--- config.mk ---
export PLATFORM = sky130hd
export DESIGN_NAME = rgb_to_yuv_encoder
export DESIGN_NICKNAME = d
export VERILOG_FILES = /design/src/rtl/rgb_to_yuv_encoder_pkg.sv /design/src/rtl/rgb_to_yuv_encoder_mac3.sv /design/src/rtl/rgb_to_yuv_encoder.sv
export SDC_FILE = /design/constraint.sdc
export NUM_CORES = 2
export LEC_CHECK = 0
export CELL_PAD_IN_SITES_DETAIL_PLACEMENT = 0
export CELL_PAD_IN_SITES_GLOBAL_PLACEMENT = 1
export CORE_AREA = 2 2 354 356
export DETAILED_ROUTE_END_ITERATION = 8
export DIE_AREA = 0 0 356 358
export PLACE_DENSITY = 0.57
export REMOVE_ABC_BUFFERS = 1
export SLEW_MARGIN = 5
export SYNTH_ARGS = -nofsm -noshare
export SYNTH_HDL_FRONTEND = slang
export SYNTH_HIERARCHICAL = 1
export SYNTH_SLANG_ARGS = --single-unit
--- constraint.sdc ---
create_clock -name Clock -period 9.9 [get_ports Clock]
set_input_delay 1.98 -clock Clock [delete_from_list [all_inputs] [get_ports Clock]]
set_output_delay 1.98 -clock Clock [all_outputs]
set_load 0.01 [all_outputs]
--- src/rtl/rgb_to_yuv_encoder_pkg.sv ---
// Shared definitions for the RGB-to-YUV encoder: FSM states, MAC row select,
// BT.601 coefficients (scaled by 65536) and the chroma pair average.
package rgb_to_yuv_encoder_pkg;

  typedef enum logic [1:0] {
    IDLE,
    LEAD_IN,
    COMMON,
    LEAD_OUT
  } enc_state_t;

  typedef enum logic [1:0] {
    ROW_Y,
    ROW_U,
    ROW_V
  } row_t;

  localparam logic signed [31:0] K_YR  =  32'sd16843;
  localparam logic signed [31:0] K_YG  =  32'sd33030;
  localparam logic signed [31:0] K_YB  =  32'sd6423;
  localparam logic signed [31:0] K_UR  = -32'sd9699;
  localparam logic signed [31:0] K_UG  = -32'sd19071;
  localparam logic signed [31:0] K_UB  =  32'sd28770;
  localparam logic signed [31:0] K_VR  =  32'sd28770;
  localparam logic signed [31:0] K_VG  = -32'sd24117;
  localparam logic signed [31:0] K_VB  = -32'sd4653;
  localparam logic signed [31:0] OFS_Y =  32'sd1081344;
  localparam logic signed [31:0] OFS_C =  32'sd8421376;

  function automatic logic [7:0] avg2(input logic [7:0] a, input logic [7:0] b);
    logic [8:0] s;
    s = {1'b0, a} + {1'b0, b} + 9'd1;
    return 8'(s >> 1);
  endfunction

endpackage

--- src/rtl/rgb_to_yuv_encoder_mac3.sv ---
// Three-multiplier MAC: one Y, U or V row per call, rounded offset, >>>16
// and a 0..255 clip, all combinational.
module yuv_mac3
  import rgb_to_yuv_encoder_pkg::*;
(
  input  row_t       row,
  input  logic [7:0] r,
  input  logic [7:0] g,
  input  logic [7:0] b,
  output logic [7:0] c
);

  logic signed [31:0] kr, kg, kb, ofs;
  logic signed [31:0] acc, scaled;

  always_comb begin
    kr  = K_YR;
    kg  = K_YG;
    kb  = K_YB;
    ofs = OFS_Y;
    case (row)
      ROW_U: begin
        kr  = K_UR;
        kg  = K_UG;
        kb  = K_UB;
        ofs = OFS_C;
      end
      ROW_V: begin
        kr  = K_VR;
        kg  = K_VG;
        kb  = K_VB;
        ofs = OFS_C;
      end
      default: ;
    endcase
  end

  always_comb begin
    acc = kr * $signed({24'd0, r}) + kg * $signed({24'd0, g})
        + kb * $signed({24'd0, b}) + ofs;
    scaled = acc >>> 16;
    if (scaled < 32'sd0)        c = '0;
    else if (scaled > 32'sd255) c = '1;
    else                        c = scaled[7:0];
  end

endmodule

--- src/rtl/rgb_to_yuv_encoder.sv ---
// RGB-to-YUV encoder: reads interleaved RGB, converts with one shared MAC,
// halves chroma horizontally and writes Y/U/V segments, 12 cycles per 4 pixels.
module rgb_to_yuv_encoder
  import rgb_to_yuv_encoder_pkg::*;
#(
  parameter logic [17:0] Y_BASE     = 18'd0,
  parameter logic [17:0] U_BASE     = 18'd38400,
  parameter logic [17:0] V_BASE     = 18'd57600,
  parameter logic [17:0] RGB_BASE   = 18'd146944,
  parameter int unsigned NUM_PIXELS = 76800
) (
  input  logic        Clock,
  input  logic        Resetn,
  input  logic        Enable,
  output logic [17:0] SRAM_address,
  input  logic [15:0] SRAM_read_data,
  output logic [15:0] SRAM_write_data,
  output logic        SRAM_we_n,
  output logic        Done
);

  localparam logic [16:0] LAST_PIX = 17'(NUM_PIXELS - 4);

  enc_state_t  state, state_nxt;
  logic [3:0]  phase;
  logic [16:0] pix_cnt;
  logic        cmp_valid, wr_valid;
  logic [17:0] rgb_addr, y_addr, u_addr, v_addr;
  logic [15:0] cap_w [6];
  logic [15:0] cmp_w [6];
  logic [7:0]  res_y [4];
  logic [7:0]  res_u [4];
  logic [7:0]  res_v [4];
  logic [7:0]  wr_y  [4];
  logic [7:0]  wr_u  [4];
  logic [7:0]  wr_v  [4];

  logic        period_end, finish, rd_issue, wr_issue;
  logic [1:0]  pix;
  logic [3:0]  pbase, rsel;
  logic [2:0]  wbase, cap_idx;
  row_t        row;
  logic [7:0]  px_r, px_g, px_b, mac_c;

  // Each 12-cycle period overlaps three groups: reads of group n (phases 0-5),
  // MAC of group n-1 (pixel k on phases 3k..3k+2), writes of n-2 (phases 6-9).
  always_comb begin
    period_end = (phase == 4'd11);
    finish     = (state == LEAD_OUT) && !cmp_valid && (phase == 4'd10);
    rd_issue   = ((state == LEAD_IN) || (state == COMMON)) && (phase < 4'd6);
    wr_issue   = (state != IDLE) && wr_valid && (phase >= 4'd6) && (phase <= 4'd9);
    cap_idx    = 3'(phase - 4'd3);
  end

  always_comb begin
    if (phase < 4'd3)      pix = 2'd0;
    else if (phase < 4'd6) pix = 2'd1;
    else if (phase < 4'd9) pix = 2'd2;
    else                   pix = 2'd3;
    pbase = {1'b0, pix, 1'b0} + {2'b00, pix};
    rsel  = phase - pbase;
    case (rsel)
      4'd0:    row = ROW_Y;
      4'd1:    row = ROW_U;
      default: row = ROW_V;
    endcase
    wbase = pix[1] ? 3'd3 : 3'd0;
    if (!pix[0]) begin
      px_r = cmp_w[wbase][15:8];
      px_g = cmp_w[wbase][7:0];
      px_b = cmp_w[wbase + 3'd1][15:8];
    end else begin
      px_r = cmp_w[wbase + 3'd1][7:0];
      px_g = cmp_w[wbase + 3'd2][15:8];
      px_b = cmp_w[wbase + 3'd2][7:0];
    end
  end

  yuv_mac3 u_mac (
    .row (row),
    .r   (px_r),
    .g   (px_g),
    .b   (px_b),
    .c   (mac_c)
  );

  always_ff @(posedge Clock or negedge Resetn) begin
    if (!Resetn) state <= IDLE;
    else         state <= state_nxt;
  end

  always_comb begin
    state_nxt = state;
    case (state)
      IDLE:    if (Enable) state_nxt = LEAD_IN;
      LEAD_IN,
      COMMON:  if (period_end) state_nxt = (pix_cnt == LAST_PIX) ? LEAD_OUT : COMMON;
      LEAD_OUT: if (finish) state_nxt = IDLE;
      default: state_nxt = IDLE;
    endcase
  end

  always_ff @(posedge Clock or negedge Resetn) begin
    if (!Resetn) begin
      phase           <= '0;
      pix_cnt         <= '0;
      cmp_valid       <= 1'b0;
      wr_valid        <= 1'b0;
      rgb_addr        <= '0;
      y_addr          <= '0;
      u_addr          <= '0;
      v_addr          <= '0;
      cap_w           <= '{default: '0};
      cmp_w           <= '{default: '0};
      res_y           <= '{default: '0};
      res_u           <= '{default: '0};
      res_v           <= '{default: '0};
      wr_y            <= '{default: '0};
      wr_u            <= '{default: '0};
      wr_v            <= '{default: '0};
      SRAM_address    <= '0;
      SRAM_write_data <= '0;
      SRAM_we_n       <= 1'b1;
      Done            <= 1'b0;
    end else begin
      Done      <= finish;
      SRAM_we_n <= 1'b1;
      if (state == IDLE) begin
        phase <= '0;
        if (Enable) begin
          rgb_addr  <= RGB_BASE;
          y_addr    <= Y_BASE;
          u_addr    <= U_BASE;
          v_addr    <= V_BASE;
          pix_cnt   <= '0;
          cmp_valid <= 1'b0;
          wr_valid  <= 1'b0;
        end
      end else begin
        phase <= (period_end || finish) ? 4'd0 : phase + 4'd1;
        if (period_end) begin
          cmp_valid <= (state != LEAD_OUT);
          wr_valid  <= cmp_valid;
          cmp_w     <= cap_w;
          if (state != LEAD_OUT) pix_cnt <= pix_cnt + 17'd4;
        end
        if ((phase >= 4'd3) && (phase <= 4'd8)) cap_w[cap_idx] <= SRAM_read_data;
        case (row)
          ROW_Y:   res_y[pix] <= mac_c;
          ROW_U:   res_u[pix] <= mac_c;
          default: res_v[pix] <= mac_c;
        endcase
        // Phase 0 overwrites only res_y[0]; the copy still sees the old value.
        if (phase == 4'd0) begin
          wr_y <= res_y;
          wr_u <= res_u;
          wr_v <= res_v;
        end
        if (rd_issue) begin
          SRAM_address <= rgb_addr;
          rgb_addr     <= rgb_addr + 18'd1;
        end
        if (wr_issue) begin
          SRAM_we_n <= 1'b0;
          case (phase)
            4'd6: begin
              SRAM_address    <= y_addr;
              SRAM_write_data <= {wr_y[0], wr_y[1]};
              y_addr          <= y_addr + 18'd1;
            end
            4'd7: begin
              SRAM_address    <= y_addr;
              SRAM_write_data <= {wr_y[2], wr_y[3]};
              y_addr          <= y_addr + 18'd1;
            end
            4'd8: begin
              SRAM_address    <= u_addr;
              SRAM_write_data <= {avg2(wr_u[0], wr_u[1]), avg2(wr_u[2], wr_u[3])};
              u_addr          <= u_addr + 18'd1;
            end
            default: begin
              SRAM_address    <= v_addr;
              SRAM_write_data <= {avg2(wr_v[0], wr_v[1]), avg2(wr_v[2], wr_v[3])};
              v_addr          <= v_addr + 18'd1;
            end
          endcase
        end
      end
    end
  end

endmodule

==> metrics.csv <==
stage;metric;value;unit
critical_path;crit_cells;46;
global_route;track_usage;0.1673;
timing;relSlewSlack;0.2264;
cts;cts_hold_buf;0;
global_route;antenna_found_initial;3;
cts;cts_buffers;55;
die;rows;129;
job;maxCapViolCount;0;
critical_path;r2r_setup_slack;0.24;ns
route;postRouteAntennaNets;0;
timing;period_needed;9.656;ns
timing;max_freq;103.6;MHz
critical_path;startpoint_type;flop;
die;ios;55;
route;first_pass_iters;7;
timing;finalSetupViolCount;0;
synth;yosysUniqueCellTypes;90;
critical_path;cp-end-kind;flop;
synth;synth_area_leaders;dfrtp_1, fa_1, mux2_2;
critical_path;reg2reg_to;res_u[23];
timing;holdWs;0.4195;ns
die;die_h;358;um
cts;cts.htree.levels;2;
global_route;grt_pass1_vias;27157;
timing;min_period_over_period;0.9753;
critical_path;crit_arrival;10.19;ns
die;die-area;127400;um2
route;drc_errors;0;
finish;multiInputGateArea;22210;um2
critical_path;crit_start;phase[0];
die;die_x;356;um
critical_path;reg2reg_from;phase[0];
critical_path;critPathCapture;res_u[23];
critical_path;slowest_delay;0.54;ns
global_route;grt_pass1_wl;163700;um
critical_path;crit_slowest_cell;fa_2;
synth;synth_flop_cell;dfrtp_1;
critical_path;r2r_cells;46;
cts;cts_max_path_buffers;3;
timing;setup_ws;0.2445;ns
synth;avgSynthCellArea;10.36;um2
critical_path;crit_type;flop to flop;
finish;area_growth;21.76;%
critical_path;cp_max_fo;7;
route;vias;25514;
min_path;hp-class;flop to flop;
synth;synth_seq_cells;515;
die;initial_core_util;0.2981;
critical_path;path_delay_family;adder cells;
route;wl;104900;um
timing;rsz0062_at_grt;yes;
cts;clk_latency;0.66;ns
synth;synth_top_area_share;0.3499;
critical_path;crit_buf_inv;17;
route;drt_iter0_drc;1272;
placement;place.gp.congestion;0.8376;
placement;io_buffers;54;
synth;yosys_warnings;6;
cts;root_buffer;clkbuf_16;
placement;hpwlAfterDp;78130;um
finish;seqCellArea;12890;um2
synth;synth-async-reset-ratio;1.000;
synth;synth-edff-count;0;
synth;ys_seq_area_frac;0.3507;
finish;drive_above_1_share;0.2499;
finish;antennaDiodeCount;0;
timing;finalClockSkew;0.05264;ns
global_route;overflow;0;
synth;synthCells;3549;
finish;final_common_cell;nand2_1;
placement;pre_cts_ws;-0.7580;ns
cts;cts_tree;done;
die;core;123300;um2
status;status;finished, final reports clean;
cts;cts.sinks;515;
route;viasPerCell;4.564;
timing;hold_viol_final;0;
timing;worstMarginPinSlew;1.152;ns
timing;drv_slew;0;
finish;final_cell_mix;nand2_1, inv_1, dfrtp_1, buf_4, fa_1;
global_route;grt_max_degree;140;
finish;nNetsFinal;4520;
cts;path_clk_slew;0.07;ns
critical_path;cp.required;10.44;ns
synth;yosys.area.top_type;dfrtp_1;
finish;num-fill-cells;12548;
route;post_drt_wl_per_cell;18.77;um
synth;syn_area;36760;um2
min_path;hold_depth;2;
==> synth_stat cells (53+ instances only) <==
| cell type | number |
|---|---|
| nand2_1 | 574 |
| inv_1 | 570 |
| dfrtp_1 | 514 |
| fa_1 | 354 |
| mux2_2 | 280 |
| ha_1 | 238 |
| nor2_1 | 139 |
| clkbuf_1 | 79 |
| a21oi_1 | 68 |
| a31oi_1 | 61 |
| o21ai_0 | 57 |
| xnor2_1 | 56 |
| nand3_1 | 53 |
==> per-layer routing <==
metal	up-vias	part of all wire	global-route usage	wire, um
li1	12144	-	-	-
met1	12986	0.47	0.2273	48910
met2	279	0.48	0.2840	50280
met3	103	0.032	0.02076	3375
met4	2	0.022	0.03916	2351
met5	-	0.00010	0	11
==> cells by family after synthesis <==
kind of cell    count (synthesis)  synth area share
simple gates                 1037            0.1310
buf+inv                       694           0.07302
fa+ha+maj                     592            0.2738
flops                         515            0.3507
compound gates                319           0.05729
mux                           293           0.09041
xor+xnor                       99           0.02379
==> state kept, by name, summed over array words and instances (netlist names), 32 cells and up <==
signal  flops
wr_u       32
wr_y       32
wr_v       32
res_v      32
cap_w      96
res_u      32
res_y      32
cmp_w      96
==> worst register-to-register path: cells and delay by family (launching register included) <==
family                     cells  cell delay, ns
buffers and inverters         17            1.75
DFF                            1            0.41
adders and majority gates     13            4.93
AOI/OAI and AO/OA              8            1.05
xor gates and xnor gates       1            0.20
and+or+nand+nor                6            0.97
muxes                          1            0.27
==> per-stage QoR <==
step / std cells / instance area, um2 / setup TNS, ns / utilization
5_1_grt: 5590 / 44750 / -8.106 / 0.3629
3_5_place_dp: 5434 / 41360 / -58.95 / 0.3354
3_3_place_gp: 5434 / 41360 / -51.60 / 0.3354
4_1_cts: 5549 / 43730 / 0 / 0.3546
6_report: 5590 / 44750 / 0 / 0.3629
2_1_floorplan: 3427 / 36220 / -389.29 / -
==> worst min path at each step <==
stage / start / end / slack, ns
floorplan: cap_w[16] / cmp_w[16] / 0.43
global placement: cap_w[45] / cmp_w[45] / 0.44
detailed placement: cap_w[61] / cmp_w[61] / 0.45
CTS: cap_w[95] / cmp_w[95] / 0.42
global route: cap_w[95] / cmp_w[95] / 0.44
finish: cap_w[95] / cmp_w[95] / 0.42
==> repair_timing <==
action / in CTS / in global routing
buffers inserted: 12 / 39
gates resized for setup: 87 / 206
pin swaps: 26 / 122
cloned: 2 / 2
setup endpoints to repair: 96 / 96
==> layout make-up <==
class / count / share of cell area
clock buffers: 80 / 0.03576
well taps: 1637 / 0.04577
flip-flops and latches: 515 / 0.2880
repair buffers: 424 / 0.08004
clock inverters: 21 / 0.006123
multi-input cells: 2341 / 0.4962
inverters: 572 / 0.04811
Power is not shown: default switching activity piles up to over one toggle a cycle in this logic, so the estimate is an artifact.
